`src/rtl/mprj_wb_arbiter.sv`:
```
// mprj_wb_arbiter
// Two-master Wishbone arbiter in front of the user-project bus (mprj_*).
// Master 0 is the management core, master 1 the secondary (SPI/debug) bridge.
// A master that raises cyc in IDLE owns the bus, one cycle later, for its
// whole cyc burst. Ties are broken round-robin against the last owner.
//
// Optional feature: define WB_ARB_TIMEOUT_EN to add a bus watchdog. After
// TIMEOUT_CYCLES cycles of owner stb without ack, the owner gets a forced ack
// with RESP_ON_TIMEOUT, the slave sees cyc/stb dropped, arb_timeout pulses,
// and the arbiter waits in a drain state until the owner drops cyc.
//
// Ports:
//   core_clk, core_rstn      clock, asynchronous active-low reset
//   m0_*, m1_*               Wishbone master ports (cyc/stb/we/sel/adr/dat in,
//                            ack/dat out)
//   mprj_*                   Wishbone port towards the user project
//   arb_grant                one-hot current owner (bit0 = m0, bit1 = m1)
//   arb_timeout              one-cycle pulse on a forced termination
module mprj_wb_arbiter #(
   parameter int unsigned TIMEOUT_CYCLES  = 255,
   parameter logic [31:0] RESP_ON_TIMEOUT = 32'hFFFF_FFFF
) (
   input  logic        core_clk,
   input  logic        core_rstn,
   // master 0
   input  logic        m0_cyc_i,
   input  logic        m0_stb_i,
   input  logic        m0_we_i,
   input  logic [3:0]  m0_sel_i,
   input  logic [31:0] m0_adr_i,
   input  logic [31:0] m0_dat_i,
   output logic        m0_ack_o,
   output logic [31:0] m0_dat_o,
   // master 1
   input  logic        m1_cyc_i,
   input  logic        m1_stb_i,
   input  logic        m1_we_i,
   input  logic [3:0]  m1_sel_i,
   input  logic [31:0] m1_adr_i,
   input  logic [31:0] m1_dat_i,
   output logic        m1_ack_o,
   output logic [31:0] m1_dat_o,
   // user project
   output logic        mprj_cyc_o,
   output logic        mprj_stb_o,
   output logic        mprj_we_o,
   output logic [3:0]  mprj_sel_o,
   output logic [31:0] mprj_adr_o,
   output logic [31:0] mprj_dat_o,
   input  logic        mprj_ack_i,
   input  logic [31:0] mprj_dat_i,
   // status
   output logic [1:0]  arb_grant,
   output logic        arb_timeout
);

   if (TIMEOUT_CYCLES < 1 || TIMEOUT_CYCLES > 255) begin : g_bad_timeout
      $error("TIMEOUT_CYCLES must lie in 1..255");
   end

`ifdef WB_ARB_TIMEOUT_EN
   typedef enum logic [1:0] {
      StIdle  = 2'd0,
      StOwn0  = 2'd1,
      StOwn1  = 2'd2,
      StDrain = 2'd3
   } state_e;

   localparam logic [7:0] CntLast = 8'(TIMEOUT_CYCLES - 1);
`else
   typedef enum logic [1:0] {
      StIdle = 2'd0,
      StOwn0 = 2'd1,
      StOwn1 = 2'd2
   } state_e;
`endif

   state_e      state_q, state_d;
   logic        last_q, last_d;   // 1: m1 was granted last (also the owner in OWN/DRAIN)
   logic [1:0]  grant_q, grant_d;
   logic [3:0]  sel_q, sel_d;     // slave-side payload held while idle
   logic [31:0] adr_q, adr_d;
   logic [31:0] dat_q, dat_d;

   logic        owning;
   logic        s_cyc, s_stb, s_we;
   logic [3:0]  s_sel;
   logic [31:0] s_adr, s_dat;
   logic        own_ack;
   logic [31:0] own_dat;

`ifdef WB_ARB_TIMEOUT_EN
   logic [7:0]  cnt_q, cnt_d;
   logic        timeout_hit;
`endif

   assign owning    = (state_q == StOwn0) || (state_q == StOwn1);
   assign arb_grant = grant_q;

   // Owner-side signal selection; last_q names the owner whenever one exists.
   always_comb begin
      if (last_q) begin
         s_cyc = m1_cyc_i;
         s_stb = m1_stb_i;
         s_we  = m1_we_i;
         s_sel = m1_sel_i;
         s_adr = m1_adr_i;
         s_dat = m1_dat_i;
      end else begin
         s_cyc = m0_cyc_i;
         s_stb = m0_stb_i;
         s_we  = m0_we_i;
         s_sel = m0_sel_i;
         s_adr = m0_adr_i;
         s_dat = m0_dat_i;
      end
   end

`ifdef WB_ARB_TIMEOUT_EN
   // Fires on the TIMEOUT_CYCLES-th consecutive stalled stb cycle.
   assign timeout_hit = owning && s_cyc && s_stb && !mprj_ack_i && (cnt_q == CntLast);
`endif

   // Bus-side outputs: combinational pass-through while owned.
   always_comb begin
      mprj_cyc_o  = 1'b0;
      mprj_stb_o  = 1'b0;
      mprj_we_o   = 1'b0;
      mprj_sel_o  = sel_q;
      mprj_adr_o  = adr_q;
      mprj_dat_o  = dat_q;
      m0_ack_o    = 1'b0;
      m1_ack_o    = 1'b0;
      m0_dat_o    = '0;
      m1_dat_o    = '0;
      arb_timeout = 1'b0;
      own_ack     = 1'b0;
      own_dat     = '0;
      sel_d       = sel_q;
      adr_d       = adr_q;
      dat_d       = dat_q;

      if (owning) begin
         mprj_cyc_o = s_cyc;
         mprj_stb_o = s_stb;
         mprj_we_o  = s_we;
         mprj_sel_o = s_sel;
         mprj_adr_o = s_adr;
         mprj_dat_o = s_dat;
         sel_d      = s_sel;
         adr_d      = s_adr;
         dat_d      = s_dat;
         // An ack without a pending stb is stray and must not reach the master.
         own_ack    = mprj_ack_i & s_stb;
         own_dat    = mprj_dat_i;
`ifdef WB_ARB_TIMEOUT_EN
         if (timeout_hit) begin
            mprj_cyc_o  = 1'b0;
            mprj_stb_o  = 1'b0;
            own_ack     = 1'b1;
            own_dat     = RESP_ON_TIMEOUT;
            arb_timeout = 1'b1;
         end
`endif
         if (last_q) begin
            m1_ack_o = own_ack;
            m1_dat_o = own_dat;
         end else begin
            m0_ack_o = own_ack;
            m0_dat_o = own_dat;
         end
      end
   end

   // Next-state logic.
   always_comb begin
      state_d = state_q;
      last_d  = last_q;
      grant_d = grant_q;
`ifdef WB_ARB_TIMEOUT_EN
      cnt_d   = cnt_q;
`endif

      unique case (state_q)
         StIdle: begin
`ifdef WB_ARB_TIMEOUT_EN
            cnt_d = '0;
`endif
            // m0 wins alone, or on a tie when m1 had the previous grant.
            if (m0_cyc_i && (!m1_cyc_i || last_q)) begin
               state_d = StOwn0;
               last_d  = 1'b0;
               grant_d = 2'b01;
            end else if (m1_cyc_i) begin
               state_d = StOwn1;
               last_d  = 1'b1;
               grant_d = 2'b10;
            end
         end

         StOwn0, StOwn1: begin
            // Release always passes through IDLE so the other master is re-arbitrated.
            if (!s_cyc) begin
               state_d = StIdle;
               grant_d = 2'b00;
`ifdef WB_ARB_TIMEOUT_EN
               cnt_d   = '0;
            end else if (timeout_hit) begin
               state_d = StDrain;
               cnt_d   = '0;
            end else if (s_stb && !mprj_ack_i) begin
               cnt_d = cnt_q + 8'd1;
            end else begin
               cnt_d = '0;
`endif
            end
         end

`ifdef WB_ARB_TIMEOUT_EN
         StDrain: begin
            // Slave is cut off; wait for the owner to close its cycle.
            cnt_d = '0;
            if (!s_cyc) begin
               state_d = StIdle;
               grant_d = 2'b00;
            end
         end
`endif

         default: begin
            state_d = StIdle;
            grant_d = 2'b00;
         end
      endcase
   end

   always_ff @(posedge core_clk or negedge core_rstn) begin
      if (!core_rstn) begin
         state_q <= StIdle;
         last_q  <= 1'b1;
         grant_q <= 2'b00;
         sel_q   <= '0;
         adr_q   <= '0;
         dat_q   <= '0;
`ifdef WB_ARB_TIMEOUT_EN
         cnt_q   <= '0;
`endif
      end else begin
         state_q <= state_d;
         last_q  <= last_d;
         grant_q <= grant_d;
         sel_q   <= sel_d;
         adr_q   <= adr_d;
         dat_q   <= dat_d;
`ifdef WB_ARB_TIMEOUT_EN
         cnt_q   <= cnt_d;
`endif
      end
   end

endmodule

```
`config.mk`:
```
export PLATFORM = sky130hd
export DESIGN_NAME = mprj_wb_arbiter
export DESIGN_NICKNAME = d
export VERILOG_FILES = /design/src/rtl/mprj_wb_arbiter.sv
export SDC_FILE = /design/constraint.sdc
export NUM_CORES = 1
export LEC_CHECK = 0
export CAP_MARGIN = 20
export CORE_AREA = 2 2 123 125
export DETAILED_ROUTE_END_ITERATION = 8
export DIE_AREA = 0 0 125 127
export HOLD_SLACK_MARGIN = 0.03
export PLACE_DENSITY = 0.74
export SLEW_MARGIN = 10
export SYNTH_ARGS = -nofsm -noshare
export SYNTH_HDL_FRONTEND = slang
export SYNTH_SLANG_ARGS = --single-unit
```
`constraint.sdc`:
```
create_clock -name core_clk -period 1.7 [get_ports core_clk]
set_input_delay 0.425 -clock core_clk [delete_from_list [all_inputs] [get_ports core_clk]]
set_output_delay 0.425 -clock core_clk [all_outputs]
set_load 0.005 [all_outputs]
```
==> flow_summary.json, run 1 <==
{
  "final_cells": 1074,
  "root_buffer": "sky130_fd_sc_hd__clkbuf_16",
  "report.final.setup_viol": 148,
  "die_height_um": 127,
  "numClockSinks": 71,
  "violations": "setup timing",
  "ctsLongestPathBuffers": 2,
  "hpwl_mm": 10.71,
  "timing.final.hold_violations": 0,
  "skew_ps": 5.208,
  "timing.critical_path.required_ps": 1270,
  "antenna_left": 0,
  "routed_wl_mm": 21.97,
  "maxCapViolCount": 0,
  "placementRows": 44,
  "grt_setup_unrepaired": "yes",
  "least_setup_slack_across_all_paths_after_layout_ps": -725.1,
  "path_common_cell": "sky130_fd_sc_hd__buf_6",
  "largest_family_of_logic_cells_by_synthesized_area": "simple AND/OR/NAND/NOR gates",
  "netSwitchingFraction_pct": 37.58,
  "crit_buf_inv": 7,
  "htree_levels": 3,
  "initialDrtViolationCount": 164,
  "clock_insertion_delay_worst_skew_ps": 330,
  "dpl.cell_count": 907,
  "worst_hold_path_type": "reg2reg",
  "setup.worst_path.start_class": "flip-flop",
  "largest_delay_share_family_worst_path": "buffers and inverters",
  "drc": 0,
  "power_leakage_nw": 4.607,
  "detail_route.vias_per_cell": 4.820,
  "tritoncts": "built",
  "antenna_diode_count": 0,
  "die_area_mm2": 0.01588,
  "wire_per_inst_um": 20.46,
  "net_switching_power_mw": 9.501,
  "largest_net_degree_at_the_start_of_global_routing": 37,
  "fin_crit_sh_pct": 142.7,
  "drive_above_1_share_pct": 63.93,
  "number_of_global_route_vias_before_repair": 5653,
  "post-route-min-period_ps": 2425,
  "cellPowerDensity_mw_per_mm2": 2307,
  "critical_path.endpoint_type": "primary output",
  "num-nets-final": 1064,
  "hold_slack_ps": 512.9,
  "synth_mux_area_share_pct": 18.70,
  "regToRegSetupSlack_ps": -190,
  "post_synth_fa_ha_maj_area_fraction_pct": 0.3293,
  "gp_congestion": 0.8287,
  "firstDrtPassIters": 4,
  "filler_cell_count": 862,
  "antenna_found_initial": 0,
  "worst-setup-path-type": "reg2out",
  "cp_cell_sequence": "inv_2, ha_4, clkinvlp_4, buf_6, nor2_4, buf_6, buf_6, buf_6, and2_1, buf_2",
  "post-synth-top-area-fraction_pct": 46.10,
  "synth-simple-area-share_pct": 18.80,
  "ys_seq_area_share_pct": 46.79,
  "vdd_drop_max_v": 0.001208,
  "fp.coreArea_mm2": 0.01442,
  "power_frac_seq_pct": 11.9,
  "internal-power_mw": 15.78,
  "run_status": "finished, violations left",
  "syn-cell-area_mm2": 0.003800,
  "syn2layout_area_growth_pct": 188.4,
  "synthTopCellsByArea": "sky130_fd_sc_hd__dfrtp_1 (46%), sky130_fd_sc_hd__mux2i_1 (19%), sky130_fd_sc_hd__a21oi_1 (9.1%), sky130_fd_sc_hd__nor2_1 (7.1%), sky130_fd_sc_hd__and3_1 (5.4%)",
  "die_w_um": 125,
  "compound_gate_portion_of_the_synthesized_area_pct": 10.24,
  "critPathSlowestCell": "sky130_fd_sc_hd__dfrtp_1",
  "track_usage_pct": 25.02,
  "worst_setup_hold_path_clk_slew_ps": 60,
  "ys.warnings.count": 0,
  "synth_xor_area_share_pct": 0,
  "yosys.cell_types.count": 25,
  "grt_first_pass_wirelength_mm": 31.03,
  "tritoncts.num_buffers": 9,
  "synth.ff_latch_count": 71,
  "postSynthAreaPerCell_um2": 9.452,
  "arrival_ps": 2000,
  "crit_fanout": 4,
  "clock_power_share_pct": 7.3,
  "finalMaxSlewViolations": 0,
  "fmax_mhz": 412.4,
  "post_synth_inst_count": 402,
  "boundaryPins": 317,
  "postSynthNetCount": 580,
  "initial_utilization_pct": 26.34,
  "numPortBuffers": 315,
  "netlist.top_cell.by_area": "sky130_fd_sc_hd__dfrtp_1",
  "grt_overflow_total": 0,
  "worst_path_largest_cell_delay_ps": 370,
  "via_count": 5177,
  "comb_power_share_pct": 80.9
}
==> placed cells by master, fill, tap and decap left out, drive strengths merged <==
master         synthesis  layout
a211o                  1       1
a211oi                 1       1
a21oi                 69      69
and2                  32      32
and3                  33      33
and4                   1       1
buf                   18     319
bufbuf                 0       1
bufinv                 0       1
clkbuf                17      17
clkdlybuf4s15          0       1
clkdlybuf4s50          0     175
clkinv                 0       5
clkinvlp               0       1
conb                   1       1
dfrtp                 70      70
dfstp                  1       1
dlygate4sd2            0       2
dlygate4sd3            0       1
ha                     1       1
inv                    4       3
mux2i                 71      71
nand2                  4       4
nand3b                 1       1
nor2                  73      74
o21ai                  1       1
o22ai                  1       1
o2bb2ai                1       1
o31ai                  1       1
==> flip-flops by register name, indices dropped and copies added, names as in the netlist <==
signal     cells
dat_q         32
arb_grant      2
adr_q         32
last_q         1
sel_q          4
==> worst register-to-register path: stages (launching register included) <==
cell                      delay (ps)
sky130_fd_sc_hd__dfstp_4         660
sky130_fd_sc_hd__buf_12          130
sky130_fd_sc_hd__buf_16          110
sky130_fd_sc_hd__buf_6            90
sky130_fd_sc_hd__buf_6            90
sky130_fd_sc_hd__mux2i_4         240
sky130_fd_sc_hd__nor2_2           60
sky130_fd_sc_hd__buf_4           130
sky130_fd_sc_hd__a211o_1         270
==> per-layer routing <==
layer	up-vias	track usage, %	wire [um]
met3	57	5.653	1279
met4	0	12.88	992
met5	-	0	0
met2	269	45.75	11920
li1	2360	-	-
met1	2491	27.15	7781
==> final cells by class <==
class | count | area [um^2] | share of cell area (%)
timing repair buffer | 507 | 5401 | 49.28
tap | 184 | 230.2 | 2.100
inverter | 4 | 18.77 | 0.1712
multi-input combinational | 293 | 3241 | 29.57
clock buffer | 9 | 225.2 | 2.055
clock inverter | 6 | 62.56 | 0.5708
sequential | 71 | 1782 | 16.26
==> logic make-up (layout without fill, tap and decap cells) <==
kind of cell,Yosys count,count (layout)
AO/OA/AOI/OAI,75,75
adder cells (fa/ha/maj),1,1
flip-flops,71,71
multiplexers,71,71
AND/OR/NAND/NOR,144,145
buffers and inverters,39,526
other,1,1
==> power groups by stage <==
stage          logic (mW)  clock network [mW]  registers [mW]
2_1_floorplan        4.31                   0            2.77
3_3_place_gp         10.1                   0            2.84
3_5_place_dp         10.2                   0            2.87
4_1_cts              18.3                1.86            2.91
5_1_grt              21.5                1.95            3.07
6_report             20.4                1.83            3.01
==> per-stage QoR <==
| step | utilization [%] | instance area (um^2) | worst slack [ps] | power, mW | setup TNS [ps] |
|---|---|---|---|---|---|
| global placement | 51.24 | 7391 | -796.3 | 12.93 | -86960 |
| detailed placement | 51.24 | 7391 | -947.0 | 13.12 | -95400 |
| CTS | 69.14 | 9973 | -724.9 | 23.04 | -83030 |
| global route | 75.99 | 10960 | -801.7 | 26.50 | -88160 |
| finish | 75.99 | 10960 | -725.1 | 25.28 | -79570 |
| floorplan | - | 3832 | -19.59 | 7.086 | -587.8 |
==> Yosys cell counts <==
library cell / number
sky130_fd_sc_hd__ha_1: 1
sky130_fd_sc_hd__o31ai_1: 1
sky130_fd_sc_hd__a211oi_1: 1
sky130_fd_sc_hd__a211o_1: 1
sky130_fd_sc_hd__buf_4: 9
sky130_fd_sc_hd__nor2_1: 72
sky130_fd_sc_hd__o21ai_0: 1
sky130_fd_sc_hd__mux2i_1: 71
sky130_fd_sc_hd__nand2_1: 4
sky130_fd_sc_hd__o2bb2ai_1: 1
sky130_fd_sc_hd__nor2_2: 1
sky130_fd_sc_hd__and2_1: 32
sky130_fd_sc_hd__a21oi_1: 69
sky130_fd_sc_hd__dfrtp_1: 70
sky130_fd_sc_hd__nand3b_1: 1
sky130_fd_sc_hd__clkbuf_2: 2
sky130_fd_sc_hd__o22ai_1: 1
sky130_fd_sc_hd__and4_1: 1
sky130_fd_sc_hd__clkbuf_1: 15
sky130_fd_sc_hd__dfstp_2: 1
sky130_fd_sc_hd__inv_1: 4
sky130_fd_sc_hd__buf_1: 2
sky130_fd_sc_hd__buf_2: 7
sky130_fd_sc_hd__and3_1: 33
sky130_fd_sc_hd__conb_1: 1
==> worst paths after layout <==
kind,cells past startpoint,to,start
max,10,m0_dat_o[12],arb_grant[1]$_DFFE_PN0P_
min,2,adr_q[6]$_DFF_PN0_,adr_q[6]$_DFF_PN0_
max reg2reg,8,arb_grant[1]$_DFFE_PN0P_,last_q$_DFFE_PN1P_
min reg2reg,2,adr_q[6]$_DFF_PN0_,adr_q[6]$_DFF_PN0_
max in group asynchronous,3,last_q$_DFFE_PN1P_,core_rstn
min in group asynchronous,2,adr_q[7]$_DFF_PN0_,core_rstn
==> repair_timing <==
action                                  CTS  global route
cloned                                   28             2
endpoints found under the setup margin  140           159
gates resized for setup                 778           284
hold buffers                              1             0
buffers inserted                        124            59
endpoints found under the hold margin    19             0
pin swaps                                63            73
No activity file was read; power rests on OpenSTA's default activity.
==> inputs of run 2 (changes only) <==
Settings changed: CORE_AREA 2 2 123 125 to default, CORE_ASPECT_RATIO from default to 0.6, CORE_UTILIZATION from default to 30, DIE_AREA 0 0 125 127 to default, PLACE_DENSITY 0.74 to 0.83, SLEW_MARGIN 10 to 20.
==> run 2 against run 1 <==
Compared with the run above:
- the run still ends with setup timing left
- cell area is 16% lower
- die area is 17% lower
- flip-flop and latch count stayed put
- via count is 4.4% lower
- non-clock buffer count is 55 lower
- clock skew is 2.6 ps higher
- worst hold slack worse by 470 ps
- wire length is 6.9% lower
- clock power is 4% lower
- utilization is 0.96 points lower
- count of clock-buffer cells in the layout is 3 higher
- critical path type unchanged
- largest power group unchanged
==> flow_summary.json, run 2 (synthesized netlist as in run 1, its figures left out) <==
{
  "placementRows": 31,
  "power_frac_seq_pct": 14.8,
  "detail_route.vias_per_cell": 4.965,
  "htree_levels": 3,
  "globalRoute.busiestLayer": "met2",
  "finalMaxSlewViolations": 0,
  "arrival_ps": 2140,
  "regToRegSetupSlack_ps": -100,
  "critPathSlowestCell": "sky130_fd_sc_hd__dfstp_4",
  "filler_cell_count": 791,
  "timing.critical_path.required_ps": 1270,
  "net_switching_power_mw": 8.108,
  "wire_per_inst_um": 20.53,
  "antenna_diode_count": 0,
  "dpl.cell_count": 882,
  "die_area_mm2": 0.01314,
  "routed_wl_mm": 20.46,
  "critical_path.endpoint_type": "primary output",
  "ctsLongestPathBuffers": 2,
  "violations": "setup timing",
  "grt_setup_unrepaired": "yes",
  "numClockSinks": 71,
  "most-common-layout-cells": "sky130_fd_sc_hd__clkdlybuf4s50_1 (196), sky130_fd_sc_hd__buf_4 (86), sky130_fd_sc_hd__dfrtp_1 (70), sky130_fd_sc_hd__clkbuf_2 (53), sky130_fd_sc_hd__nor2_1 (52)",
  "skew_ps": 7.778,
  "number_of_global_route_vias_before_repair": 3945,
  "globalRouteMet2Util_pct": 35.63,
  "initialDrtViolationCount": 209,
  "die_w_um": 147.3,
  "grt_use_met3_pct": 6.276,
  "power_leakage_nw": 4.307,
  "root_buffer": "sky130_fd_sc_hd__clkbuf_16",
  "numPortBuffers": 315,
  "antenna_left": 0,
  "initial_utilization_pct": 31.10,
  "via_count": 4950,
  "track_usage_pct": 20.82,
  "worst-setup-path-type": "reg2out",
  "timing.rr.end": "arb_grant[1]$_DFFE_PN0P_",
  "grt_use_met1_pct": 26.30,
  "timing.final.hold_violations": 0,
  "comb_power_share_pct": 76.6,
  "vdd_drop_max_v": 0.001161,
  "design_power_total_mw": 20.26,
  "cellPowerDensity_mw_per_mm2": 2210,
  "worst_setup_hold_path_clk_slew_ps": 50,
  "worstReg2RegStart": "last_q$_DFFE_PN1P_",
  "grt_first_pass_wirelength_mm": 20.88,
  "tritoncts": "built",
  "maxCapViolCount": 0,
  "cp_cell_sequence": "buf_4, buf_16, mux2i_1, a21oi_1, clkdlybuf4s50_1",
  "report.final.setup_viol": 153,
  "drive_above_1_share_pct": 43.27,
  "fp.coreArea_mm2": 0.01222,
  "setup.worst_path.start_class": "flip-flop",
  "layout.cells.most_common": "sky130_fd_sc_hd__clkdlybuf4s50_1",
  "post-route-min-period_ps": 2566,
  "worst_hold_path_type": "in2async",
  "post_cts_hold_buffer_count": 0,
  "tritoncts.num_buffers": 9,
  "final_cells": 997,
  "fin_crit_sh_pct": 150.9,
  "clock_insertion_delay_worst_skew_ps": 320,
  "antenna_found_initial": 0,
  "clock_power_share_pct": 8.6,
  "crit_fanout": 20,
  "firstDrtPassIters": 5,
  "die_height_um": 89.18,
  "hpwl_mm": 11.14,
  "internal-power_mw": 12.15,
  "netSwitchingFraction_pct": 40.03,
  "drc": 0,
  "least_setup_slack_across_all_paths_after_layout_ps": -865.6,
  "syn2layout_area_growth_pct": 141.3,
  "grt_overflow_total": 0,
  "worst_path_largest_cell_delay_ps": 670,
  "fmax_mhz": 389.8,
  "largestRegisters": "adr_q x32, dat_q x32, sel_q x4",
  "worst-r2r-cell-count": 7,
  "num-nets-final": 1008,
  "boundaryPins": 317,
  "gp_congestion": 0.7911,
  "run_status": "finished, violations left",
  "largest_net_degree_at_the_start_of_global_routing": 56
}
-- run 2: per-layer routing --
metal,wire [um],up-vias
met5,0,-
met2,10400,280
met4,456,0
li1,-,2235
met1,8041,2395
met3,1567,40
-- run 2: how the worst max path moves through the flow --
| stage | endpoint | from | cells after the start |
|---|---|---|---|
| floorplan | m0_dat_o[10] | arb_grant[1]$_DFFE_PN0P_ | 6 |
| global placement | mprj_adr_o[30] | m1_adr_i[30] | 4 |
| detailed placement | m0_dat_o[10] | arb_grant[0]$_DFFE_PN0P_ | 7 |
| CTS | mprj_adr_o[29] | arb_grant[0]$_DFFE_PN0P_ | 6 |
| global route | mprj_dat_o[1] | arb_grant[1]$_DFFE_PN0P_ | 6 |
| finish | mprj_dat_o[20] | last_q$_DFFE_PN1P_ | 5 |
-- run 2: critical path: cells and delay by family (launching register included) --
family | cells | cell delay, ps
flip-flops | 1 | 670
AO/OA/AOI/OAI | 1 | 200
buffers and inverters | 3 | 850
multiplexers | 1 | 90
-- run 2: layout make-up --
| type | instances | area (um^2) | area share [%] |
|---|---|---|---|
| clock buffers | 12 | 266.5 | 2.907 |
| clock inverters | 1 | 5.005 | 0.05459 |
| inverters | 4 | 15.01 | 0.1638 |
| multi-input cells | 292 | 2594 | 28.29 |
| flip-flops and latches | 71 | 1782 | 19.43 |
| well taps | 165 | 206.4 | 2.252 |
| repair buffers | 452 | 4299 | 46.90 |
-- run 2: power groups by stage --
stage / Sequential (mW) / Clock (mW) / Combinational [mW]
finish: 2.99 / 1.75 / 15.5
global route: 3.06 / 1.85 / 16.3
CTS: 2.87 / 1.78 / 9.88
detailed placement: 2.87 / 0 / 10.2
global placement: 2.84 / 0 / 9.99
floorplan: 2.77 / 0 / 4.31
-- run 2: repair_timing --
| action | 4_1_cts | 5_1_grt |
|---|---|---|
| gates cloned | 1 | 17 |
| buffers inserted | 0 | 85 |
| endpoints found under the setup margin | 140 | 140 |
| gates resized for setup | 123 | 381 |
| pin swaps | 6 | 25 |
-- run 2: through the flow --
stage | instance area, um^2 | hold slack [ps] | setup TNS [ps] | util [%] | worst slack [ps]
final | 9168 | 47.64 | -79040 | 75.03 | -865.6
after global routing | 9168 | 71.51 | -90130 | 75.03 | -942.0
after CTS | 7637 | 53.15 | -98250 | 62.51 | -888.7
after detailed placement | 7360 | 400.5 | -64540 | 60.24 | -555.5
after global placement | 7360 | 391.1 | -59610 | 60.24 | -517.3
after floorplan | 3832 | 129.4 | -587.8 | - | -19.59
